==> src/rtl/kp_voice_alloc_if.sv <==
// Note-event stream from the MIDI/sequencer front end into the voice allocator.
interface kp_voice_alloc_if;
    logic        ev_valid;
    logic        ev_ready;
    logic        ev_note_on;
    logic [6:0]  ev_key;
    logic [6:0]  ev_vel;
    logic [11:0] ev_len;

    modport master (output ev_valid, ev_note_on, ev_key, ev_vel, ev_len, input ev_ready);
    modport slave  (input ev_valid, ev_note_on, ev_key, ev_vel, ev_len, output ev_ready);
endinterface

==> src/rtl/kp_voice_alloc.sv <==
// Karplus-Strong voice allocator: retrigger held keys, fill free voices lowest first,
// and (with KP_VOICE_STEAL_EN defined) steal the oldest voice, otherwise drop the note.
module kp_voice_alloc #(
    parameter int unsigned NUM_VOICES = 4,
    parameter int unsigned AGE_W      = 16,
    parameter int unsigned TRIG_LEN   = 8
) (
    input  logic                       a_clk,
    input  logic                       reset_n,
    kp_voice_alloc_if.slave            ev,
    output logic [NUM_VOICES-1:0]      voice_trig,
    output logic [12*NUM_VOICES-1:0]   voice_len,
    output logic [7*NUM_VOICES-1:0]    voice_vel,
    output logic [NUM_VOICES-1:0]      voice_busy,
    output logic                       ev_steal,
    output logic                       ev_drop
);
    localparam int unsigned IDX_W = (NUM_VOICES > 1) ? $clog2(NUM_VOICES) : 1;
    localparam int unsigned CNT_W = $clog2(TRIG_LEN + 1);

    typedef enum logic [1:0] {S_IDLE, S_SEARCH, S_ASSIGN, S_HOLD} state_t;

    state_t                    r_state, w_state_nxt;
    logic                      r_ready, r_on, r_evflag;
    logic [6:0]                r_key, r_vel;
    logic [11:0]               r_len;
    logic [IDX_W-1:0]          r_tgt, w_tgt;
    logic [CNT_W-1:0]          r_cnt;
    logic [NUM_VOICES-1:0]     r_trig, r_busy, w_trig_nxt, w_key_hit;
    logic [12*NUM_VOICES-1:0]  r_vlen;
    logic [7*NUM_VOICES-1:0]   r_vvel;
    logic [6:0]                r_vkey [NUM_VOICES];
    logic                      w_accept, w_match, w_free, w_hit;
    logic                      w_assign, w_clear, w_evflag_nxt, w_ready_nxt;
    logic [IDX_W-1:0]          w_match_idx, w_free_idx;

    assign w_accept = ev.ev_valid & r_ready & (r_state == S_IDLE);

    // Descending scan so the lowest matching / free index wins.
    always_comb begin
        w_match     = 1'b0;
        w_match_idx = '0;
        w_free      = 1'b0;
        w_free_idx  = '0;
        w_key_hit   = '0;
        for (int v = int'(NUM_VOICES) - 1; v >= 0; v--) begin
            if (r_busy[v] && (r_vkey[v] == r_key)) begin
                w_match      = 1'b1;
                w_match_idx  = IDX_W'(v);
                w_key_hit[v] = 1'b1;
            end
            if (!r_busy[v]) begin
                w_free     = 1'b1;
                w_free_idx = IDX_W'(v);
            end
        end
    end

`ifdef KP_VOICE_STEAL_EN
    // Age only matters when choosing a voice to steal.
    logic [AGE_W-1:0] r_age [NUM_VOICES];
    logic [AGE_W-1:0] w_old_age;
    logic [IDX_W-1:0] w_old_idx;

    always_comb begin
        w_old_age = r_age[0];
        w_old_idx = '0;
        for (int v = 1; v < int'(NUM_VOICES); v++) begin
            if (r_age[v] > w_old_age) begin
                w_old_age = r_age[v];
                w_old_idx = IDX_W'(v);
            end
        end
    end

    always_ff @(posedge a_clk) begin
        for (int v = 0; v < int'(NUM_VOICES); v++) begin
            if (!reset_n)
                r_age[v] <= '0;
            else if (w_assign && (w_tgt == IDX_W'(v)))
                r_age[v] <= '0;
            else if (r_age[v] != {AGE_W{1'b1}})
                r_age[v] <= r_age[v] + AGE_W'(1);
        end
    end

    assign w_hit = 1'b1;
    assign w_tgt = w_match ? w_match_idx : (w_free ? w_free_idx : w_old_idx);
`else
    assign w_hit = w_match | w_free;
    assign w_tgt = w_match ? w_match_idx : w_free_idx;
`endif

    always_ff @(posedge a_clk) begin
        if (!reset_n) r_state <= S_IDLE;
        else          r_state <= w_state_nxt;
    end

    always_comb begin
        w_state_nxt = r_state;
        case (r_state)
            S_IDLE:   if (w_accept) w_state_nxt = S_SEARCH;
            S_SEARCH: w_state_nxt = (r_on && w_hit) ? S_ASSIGN : S_IDLE;
            S_ASSIGN: w_state_nxt = S_HOLD;
            S_HOLD:   if (r_cnt == CNT_W'(TRIG_LEN - 1)) w_state_nxt = S_IDLE;
            default:  w_state_nxt = S_IDLE;
        endcase
    end

    // Next values of the registered outputs, decoded from state and search result.
    always_comb begin
        w_assign    = (r_state == S_SEARCH) & r_on & w_hit;
        w_clear     = (r_state == S_SEARCH) & ~r_on;
`ifdef KP_VOICE_STEAL_EN
        w_evflag_nxt = w_assign & ~w_match & ~w_free;
`else
        w_evflag_nxt = (r_state == S_SEARCH) & r_on & ~w_hit;
`endif
        w_trig_nxt  = (w_state_nxt == S_HOLD) ? (NUM_VOICES'(1) << r_tgt) : '0;
        w_ready_nxt = (w_state_nxt == S_IDLE);
    end

    always_ff @(posedge a_clk) begin
        if (!reset_n) begin
            r_ready  <= 1'b0;
            r_on     <= 1'b0;
            r_evflag <= 1'b0;
            r_key    <= '0;
            r_vel    <= '0;
            r_len    <= '0;
            r_tgt    <= '0;
            r_cnt    <= '0;
            r_trig   <= '0;
            r_busy   <= '0;
            r_vlen   <= '0;
            r_vvel   <= '0;
            for (int v = 0; v < int'(NUM_VOICES); v++) r_vkey[v] <= '0;
        end else begin
            r_ready  <= w_ready_nxt;
            r_evflag <= w_evflag_nxt;
            r_trig   <= w_trig_nxt;
            r_cnt    <= ((r_state == S_HOLD) && (w_state_nxt == S_HOLD)) ? r_cnt + CNT_W'(1) : '0;
            if (w_accept) begin
                r_on  <= ev.ev_note_on & (ev.ev_vel != 7'd0);
                r_key <= ev.ev_key;
                r_vel <= ev.ev_vel;
                r_len <= ev.ev_len;
            end
            if (r_state == S_SEARCH) r_tgt <= w_tgt;
            for (int v = 0; v < int'(NUM_VOICES); v++) begin
                if (w_clear && w_key_hit[v]) r_busy[v] <= 1'b0;
                if (w_assign && (w_tgt == IDX_W'(v))) begin
                    r_vlen[v*12 +: 12] <= r_len;
                    r_vvel[v*7 +: 7]   <= r_vel;
                    r_vkey[v]          <= r_key;
                    r_busy[v]          <= 1'b1;
                end
            end
        end
    end

    assign ev.ev_ready = r_ready;
    assign voice_trig  = r_trig;
    assign voice_len   = r_vlen;
    assign voice_vel   = r_vvel;
    assign voice_busy  = r_busy;
`ifdef KP_VOICE_STEAL_EN
    assign ev_steal = r_evflag;
    assign ev_drop  = 1'b0;
`else
    assign ev_steal = 1'b0;
    assign ev_drop  = r_evflag;
`endif
endmodule

==> src/flat_wrapper.sv <==
// flat-port wrapper written by rule: the top's interface ports become plain ports
module kp_voice_alloc_flat 
#(
    parameter int unsigned NUM_VOICES = 4,
    parameter int unsigned AGE_W      = 16,
    parameter int unsigned TRIG_LEN   = 8
)
  (a_clk, reset_n, voice_trig, voice_len, voice_vel, voice_busy, ev_steal, ev_drop, ev_ev_valid, ev_ev_note_on, ev_ev_key, ev_ev_vel, ev_ev_len, ev_ev_ready);
  kp_voice_alloc_if ev_i ();
  input  logic a_clk;
  input  logic reset_n;
  output logic [NUM_VOICES-1:0] voice_trig;
  output logic [12*NUM_VOICES-1:0] voice_len;
  output logic [7*NUM_VOICES-1:0] voice_vel;
  output logic [NUM_VOICES-1:0] voice_busy;
  output logic ev_steal;
  output logic ev_drop;
  input wire logic [$bits(ev_i.ev_valid)-1:0] ev_ev_valid;
  input wire logic [$bits(ev_i.ev_note_on)-1:0] ev_ev_note_on;
  input wire logic [$bits(ev_i.ev_key)-1:0] ev_ev_key;
  input wire logic [$bits(ev_i.ev_vel)-1:0] ev_ev_vel;
  input wire logic [$bits(ev_i.ev_len)-1:0] ev_ev_len;
  output wire logic [$bits(ev_i.ev_ready)-1:0] ev_ev_ready;
  assign ev_i.ev_valid = ev_ev_valid;
  assign ev_i.ev_note_on = ev_ev_note_on;
  assign ev_i.ev_key = ev_ev_key;
  assign ev_i.ev_vel = ev_ev_vel;
  assign ev_i.ev_len = ev_ev_len;
  assign ev_ev_ready = ev_i.ev_ready;
  kp_voice_alloc #(.NUM_VOICES(NUM_VOICES), .AGE_W(AGE_W), .TRIG_LEN(TRIG_LEN)) u_core (.a_clk(a_clk), .reset_n(reset_n), .ev(ev_i), .voice_trig(voice_trig), .voice_len(voice_len), .voice_vel(voice_vel), .voice_busy(voice_busy), .ev_steal(ev_steal), .ev_drop(ev_drop));
endmodule
==> config.mk <==
export PLATFORM = sky130hd
export DESIGN_NAME = kp_voice_alloc_flat
export DESIGN_NICKNAME = d
export VERILOG_FILES = /design/src/rtl/kp_voice_alloc_if.sv /design/src/rtl/kp_voice_alloc.sv /design/src/flat_wrapper.sv
export SDC_FILE = /design/constraint.sdc
export NUM_CORES = 1
export LEC_CHECK = 0
export CAP_MARGIN = 40
export CELL_PAD_IN_SITES_DETAIL_PLACEMENT = 0
export CELL_PAD_IN_SITES_GLOBAL_PLACEMENT = 2
export CORE_UTILIZATION = 35
export CTS_BUF_LIST = sky130_fd_sc_hd__clkbuf_4 sky130_fd_sc_hd__clkbuf_8
export DETAILED_ROUTE_END_ITERATION = 16
export PLACE_DENSITY_LB_ADDON = 0.1
export SYNTH_ARGS = -nofsm -noshare
export SYNTH_HDL_FRONTEND = slang
export SYNTH_SLANG_ARGS = --single-unit
export TNS_END_PERCENT = 1
==> constraint.sdc <==
create_clock -name a_clk -period 4.3 [get_ports a_clk]
set_input_delay 0.86 -clock a_clk [delete_from_list [all_inputs] [get_ports a_clk]]
set_output_delay 0.86 -clock a_clk [all_outputs]
set_load 0.02 [all_outputs]
==> run summary, run 1 <==
Flop pwr share = 52.2%
switching part of the total power = 21.52%
post-synthesis sequential area ratio = 54.79%
Synth Area in Compound Gates = 9.286%
Max clock buf depth = 2
clock root cell = clkbuf_8
power share of the combinational group = 4.8%
post_cts resized = 0
register cell area after layout = 0.003263 mm^2
TritonCTS clock tree = done
full die area = 0.01754 mm^2
GP Congestion = 0.8654
syn nets = 651
Pwr per Cell Area = 361.7 mW/mm^2
vias in the first global route = 4662
Post-CTS Setup Repair Bufs = 0
DRT Pass-1 Iters = 4
Core Area = 0.01658 mm^2
Die W = 132.4 um
PortBufs = 115
Relative slew margins = 44.87%
Tmin final = 3.092 ns
simple-gate share of the synthesized area = 17.65%
largest family of logic cells by synthesized area = simple AND/OR/NAND/NOR gates
number of fill cells = 1658
Synth Warn # = 0
share of cells above drive strength 1 = 7.250%
CP max FO = 20
run status = completed
DP HPWL = 11.16 mm
drt wl/cell = 16.50 um
syn_area_per_cell = 9.606 um^2
Post-Synth XOR/XNOR Area = 4.412%
Vias = 4646
maximum VDD drop = 0.1488 mV
switching power = 0.6042 mW
Fmax = 323.4 MHz
area growth from synthesis to layout = 30.34%
clock-pin slew on the worst setup and hold paths = 0.08 ns
# IOs = 117
Pint = 2.203 mW
unrepaired setup endpoints after global routing = false
Worst Path Arrival = 3.20 ns
DR DRC count = 0
# hold bufs at CTS = 0
row count = 47
Setup TNS = 0 ns
multi-input logic area = 0.002481 mm^2
Worst Setup End Kind = register
nets = 750
Final Max Tran Viols = 0
Seq cells post-synth = 149
ANT cells = 0
Max-Cap Viols = 0
P_leak = 2.707 nW
via/cell ratio = 4.885
Adder-Cell Fraction of Synth Area = 0.2101%
power share of the clock group = 43.0%
async set or reset register ratio after synthesis = 0%
Worst EP required = 4.41 ns
synth unique cells = 43
Top FF cell, synth = dfxtp_1
first-pass GRT wire length = 24.98 mm
final hold vios = 0
critical path class = register to register
initial antenna violation count = 0
worst clock skew = 0.01357 ns
total CTS buffers = 17
GR Util All Layers = 18.55%
endpoints failing setup = 0
remaining global-route overflow = 0
Tightest Pin Transition = 0.8200 ns
Routed WL = 15.69 mm
Final period util = 71.90%
Finished Core Util = 46.81%
number of synthesized flops with an enable pin = 28
Detail Route Antenna Nets = 0
Cell Area, Synth = 0.005956 mm^2
Worst setup SP type = register
pin count of the biggest net entering global routing = 71
H-tree Lvls = 4
die height = 132.4 um
drt initial violations = 248
CTS sink cnt = 149
initial core utilization = 35.91%
Synth Instances = 620
Hold/Removal Path Class = register to register
Area after DPL = 0.007312 mm^2
multiplexer share of the synthesized area = 9.580%
clk_lat worst skew = 0.44 ns
finished layout cell area = 0.007762 mm^2
[cell families after synthesis]
logic type               after synthesis
AND/OR/NAND/NOR                      235
flip-flops                           149
AO/OA/AOI/OAI                         94
multiplexers                          57
buffers and inverters                 53
XOR/XNOR                              30
adder cells (fa/ha/maj)                1
other                                  1
[power by group through the flow]
| stage | registers (mW) | clock network [mW] | logic, mW |
|---|---|---|---|
| 2_1_floorplan | 1.48 | 0 | 0.0854 |
| 3_3_place_gp | 1.50 | 0 | 0.130 |
| 3_5_place_dp | 1.50 | 0 | 0.137 |
| 4_1_cts | 1.47 | 1.25 | 0.137 |
| 5_1_grt | 1.47 | 1.30 | 0.149 |
| 6_report | 1.47 | 1.21 | 0.134 |
[through the flow]
stage	power (mW)	worst slack [ns]	std cells	hold slack, ns
2_1_floorplan	1.570	1.842	620	0.4174
6_report	2.807	1.208	951	0.4389
5_1_grt	2.918	0.8952	951	0.4738
3_3_place_gp	1.627	1.295	917	0.4386
3_5_place_dp	1.635	1.218	920	0.4405
4_1_cts	2.849	1.208	951	0.4388
[cell type report]
type | instances | area share, %
tap | 220 | 3.546
sequential | 149 | 42.04
timing repair buffer | 126 | 16.31
multi-input combinational | 418 | 31.96
clock inverter | 8 | 1.886
inverter | 7 | 0.3385
clock buffer | 23 | 3.917
[synthesized netlist by cell type (2+ instances only)]
library cell | instances | area, um^2
a21oi_1 | 51 | 255.2
nor2_1 | 20 | 75.07
xor2_1 | 12 | 105.1
nand4_1 | 5 | 31.28
buf_6 | 2 | 22.52
nor4_2 | 3 | 37.54
nor4_1 | 9 | 56.30
and3_1 | 7 | 43.79
o21a_1 | 5 | 37.54
inv_1 | 6 | 22.52
edfxtp_1 | 28 | 840.8
nor3_1 | 5 | 25.02
dfxtp_1 | 121 | 2422
nor3b_1 | 2 | 15.01
o21ai_0 | 24 | 120.1
xnor2_1 | 18 | 157.7
nand2_1 | 149 | 559.3
buf_2 | 11 | 55.05
nand2b_1 | 3 | 18.77
o31ai_1 | 2 | 15.01
a2111oi_0 | 5 | 43.79
mux2i_1 | 57 | 570.6
buf_4 | 3 | 22.52
nand3_1 | 23 | 115.1
clkbuf_1 | 30 | 112.6
and2_1 | 2 | 12.51
[layer usage]
layer  vias to the layer above  part of all wire [%]  wire [um]  GRT usage [%]
met5                         -                     0          0              0
met4                         0                   1.4        223          6.194
met3                        17                   5.7        887          6.054
met2                       104                    47       7366          30.09
met1                      2204                    46       7211          23.20
li1                       2321                     -          -              -
[flip-flops by register name (all words and copies together), names as in the netlist]
name / flops
u_core.voice_busy: 4
u_core.voice_vel: 28
u_core.r_state: 2
u_core.voice_len: 48
u_core.r_on: 1
u_core.r_vel: 7
u_core.r_vkey: 28
u_core.r_key: 7
u_core.r_tgt: 2
u_core.r_len: 12
u_core.r_cnt: 4
u_core.ev_drop: 1
u_core.ev.ev_ready: 1
u_core.voice_trig: 4
[critical path: stages, from the launching register on]
cell	delay [ns]
dfxtp_1	0.44
nor2b_1	0.39
nand2_1	0.46
a311o_1	0.57
nor3_2	0.19
buf_4	0.37
nand2b_1	0.34
[cells in the final DEF (no fill, tap or decap), types with 2 or more instances in the layout]
master           Yosys  routed
and3_1               7       7
o21a_1               5       5
nor3b_1              2       2
a2111oi_0            5       5
buf_8                0       2
xor2_1              12      12
clkbuf_8             0      21
nand3_1             23      23
nor4_1               9       9
bufinv_16            0       4
nand4_1              5       5
edfxtp_1            28      28
o31ai_1              2       2
nor3_1               5       3
xnor2_1             18      18
clkbuf_4             0       2
nor2_1              20      20
clkinv_2             0       2
nor3_2               0       2
clkdlybuf4s50_1      0     114
a21oi_1             51      51
dfxtp_1            121     121
buf_4                3       9
o21ai_0             24      24
nand2_1            149     149
nor4_2               3       3
inv_1                6       6
nand2b_1             3       3
mux2i_1             57      57
and2_1               2       2
[worst paths after layout]
| path | startpoint | slack (ns) | depth (start not counted) | endpoint |
|---|---|---|---|---|
| setup reg to reg | u_core.r_state[0] | 1.21 | 6 | u_core.r_vkey[0][11] |
| setup / recovery | u_core.r_state[0] | 1.21 | 6 | u_core.r_vkey[0][11] |
| hold reg to reg | u_core.r_tgt[0] | 0.44 | 1 | u_core.voice_trig[2] |
| hold / removal | u_core.r_tgt[0] | 0.44 | 1 | u_core.voice_trig[2] |
No activity file was read; power rests on OpenSTA's default activity.
==> inputs of run 2 (changes only) <==
Settings changed: CORE_UTILIZATION 35 to 33.
Clock period 4.3 ns to 3.2 ns, I/O delays scaled along.
==> run 2 against run 1 <==
Effect of this change: setup slack got worse by 0.88 ns; highest routed layer unchanged; sequential share of layout area decreased by 0.30 points; non-clock buffer count increased by 8; critical path type unchanged; flip-flop and latch count unchanged; largest power group unchanged; utilization decreased by 2.1 points; critical endpoint is now u_core.r_vkey[0][23]; final cell count increased by 1.5%; count of clock-buffer cells in the layout decreased by 3; largest cell class unchanged.
==> run summary, run 2 (synthesis results as in run 1) <==
run status = completed
critical path class = register to register
Final Max Tran Viols = 0
TritonCTS clock tree = done
CP peak stage delay = 0.58 ns
DRT Pass-1 Iters = 4
GR Util All Layers = 19.01%
clock root cell = clkbuf_8
nets = 758
worst clock skew = 0.01131 ns
initial antenna violation count = 0
clock-pin slew on the worst setup and hold paths = 0.08 ns
maximum VDD drop = 0.2548 mV
final hold vios = 0
Detail Route Antenna Nets = 0
hold slack = 0.4597 ns
Max-Cap Viols = 0
Hold/Removal Path Class = register to register
initial core utilization = 34.08%
total chip power = 3.701 mW
Post-CTS Setup Repair Bufs = 0
H-tree Lvls = 4
Worst EP required = 3.29 ns
share of cells above drive strength 1 = 8.514%
slowest cell on the critical path = dfxtp_1
crit-path leading delay family = simple AND/OR/NAND/NOR gates
Final period util = 89.88%
Relative slew margins = 59.63%
post_cts resized = 0
GP Congestion = 0.8252
Place WS = 0.3586 ns
endpoints failing setup = 0
Area after DPL = 0.007400 mm^2
CP max FO = 7
Tmin final = 2.876 ns
PortBufs = 115
unrepaired setup endpoints after global routing = false
row count = 48
DP HPWL = 11.45 mm
Worst Setup End Kind = register
total CTS buffers = 17
DR DRC count = 0
Tightest Pin Transition = 0.6055 ns
commonest non-fill, non-tap cell in the layout = nand2_1
remaining global-route overflow = 0
Pwr per Cell Area = 473.3 mW/mm^2
commonest cells after routing, fill and taps aside = nand2_1 (149), dfxtp_1 (121), clkdlybuf4s50_1 (114)
Die W = 136.3 um
Core Area = 0.01748 mm^2
Worst Path Arrival = 2.96 ns
finished layout cell area = 0.007819 mm^2
pin count of the biggest net entering global routing = 53
# hold bufs at CTS = 0
first-pass GRT wire length = 26.36 mm
via/cell ratio = 4.922
max reg flops = 48
clk_lat worst skew = 0.45 ns
drt wl/cell = 17.44 um
P_leak = 2.730 nW
CTS sink cnt = 149
# IOs = 117
die height = 136.3 um
Fmax = 347.7 MHz
drt initial violations = 255
Setup TNS = 0 ns
WP buf/inv = 0
worst setup margin = 0.3240 ns
ANT cells = 0
full die area = 0.01859 mm^2
Routed WL = 16.83 mm
Vias = 4750
CP Cell Sequence = xnor2_1, nand4_1, or2_0, a311o_1, nor3b_4, nand2b_1
area growth from synthesis to layout = 31.28%
vias in the first global route = 4748
Worst setup SP type = register
Max clock buf depth = 2
==> run 2: cell count changes in the layout (fill, tap and decap cells not counted), sizes merged <==
cell	previous run	this run
inv	6	9
bufinv	4	3
buf	12	20
clkbuf	23	20
clkinvlp	1	3
==> run 2: final cells by class <==
type,instances,area (um^2)
fillers,1646,9658
flip-flops and latches,149,3263
multi-input cells,418,2489
repair buffers,134,1340
well taps,225,281.5
clock buffers,20,269.0
clock inverters,12,150.1
inverters,7,26.28
==> run 2: worst min-delay path, cell delays in order, from the launching register on <==
cell	delay, ns
dfxtp_1	0.31
nand2_1	0.05
mux2i_1	0.05
==> run 2: worst paths after layout <==
path / from / slack, ns / cells past startpoint / end
max: u_core.r_key[3] / 0.32 / 6 / u_core.r_vkey[0][23]
min: u_core.voice_vel[25] / 0.46 / 2 / u_core.voice_vel[25]
max reg2reg: u_core.r_key[3] / 0.32 / 6 / u_core.r_vkey[0][23]
min reg2reg: u_core.voice_vel[25] / 0.46 / 2 / u_core.voice_vel[25]
==> run 2: per-stage QoR <==
step	cells	utilization (%)
detailed placement	933	42.34
floorplan	620	-
finish	965	44.74
global route	965	44.74
global placement	931	42.12
CTS	965	44.74
==> run 2: power breakdown <==
group	switching (mW)	internal, mW
combinational	0.109	0.0793
clock	0.724	0.820
sequential	0.0304	1.94
==> run 2: layer usage <==
metal / routed length, um / vias to the layer above / global-route usage (%)
met5: 0 / - / 0
met4: 267 / 0 / 6.852
met3: 1114 / 16 / 6.972
met2: 7793 / 105 / 29.24
met1: 7658 / 2304 / 24.24
li1: - / 2325 / -
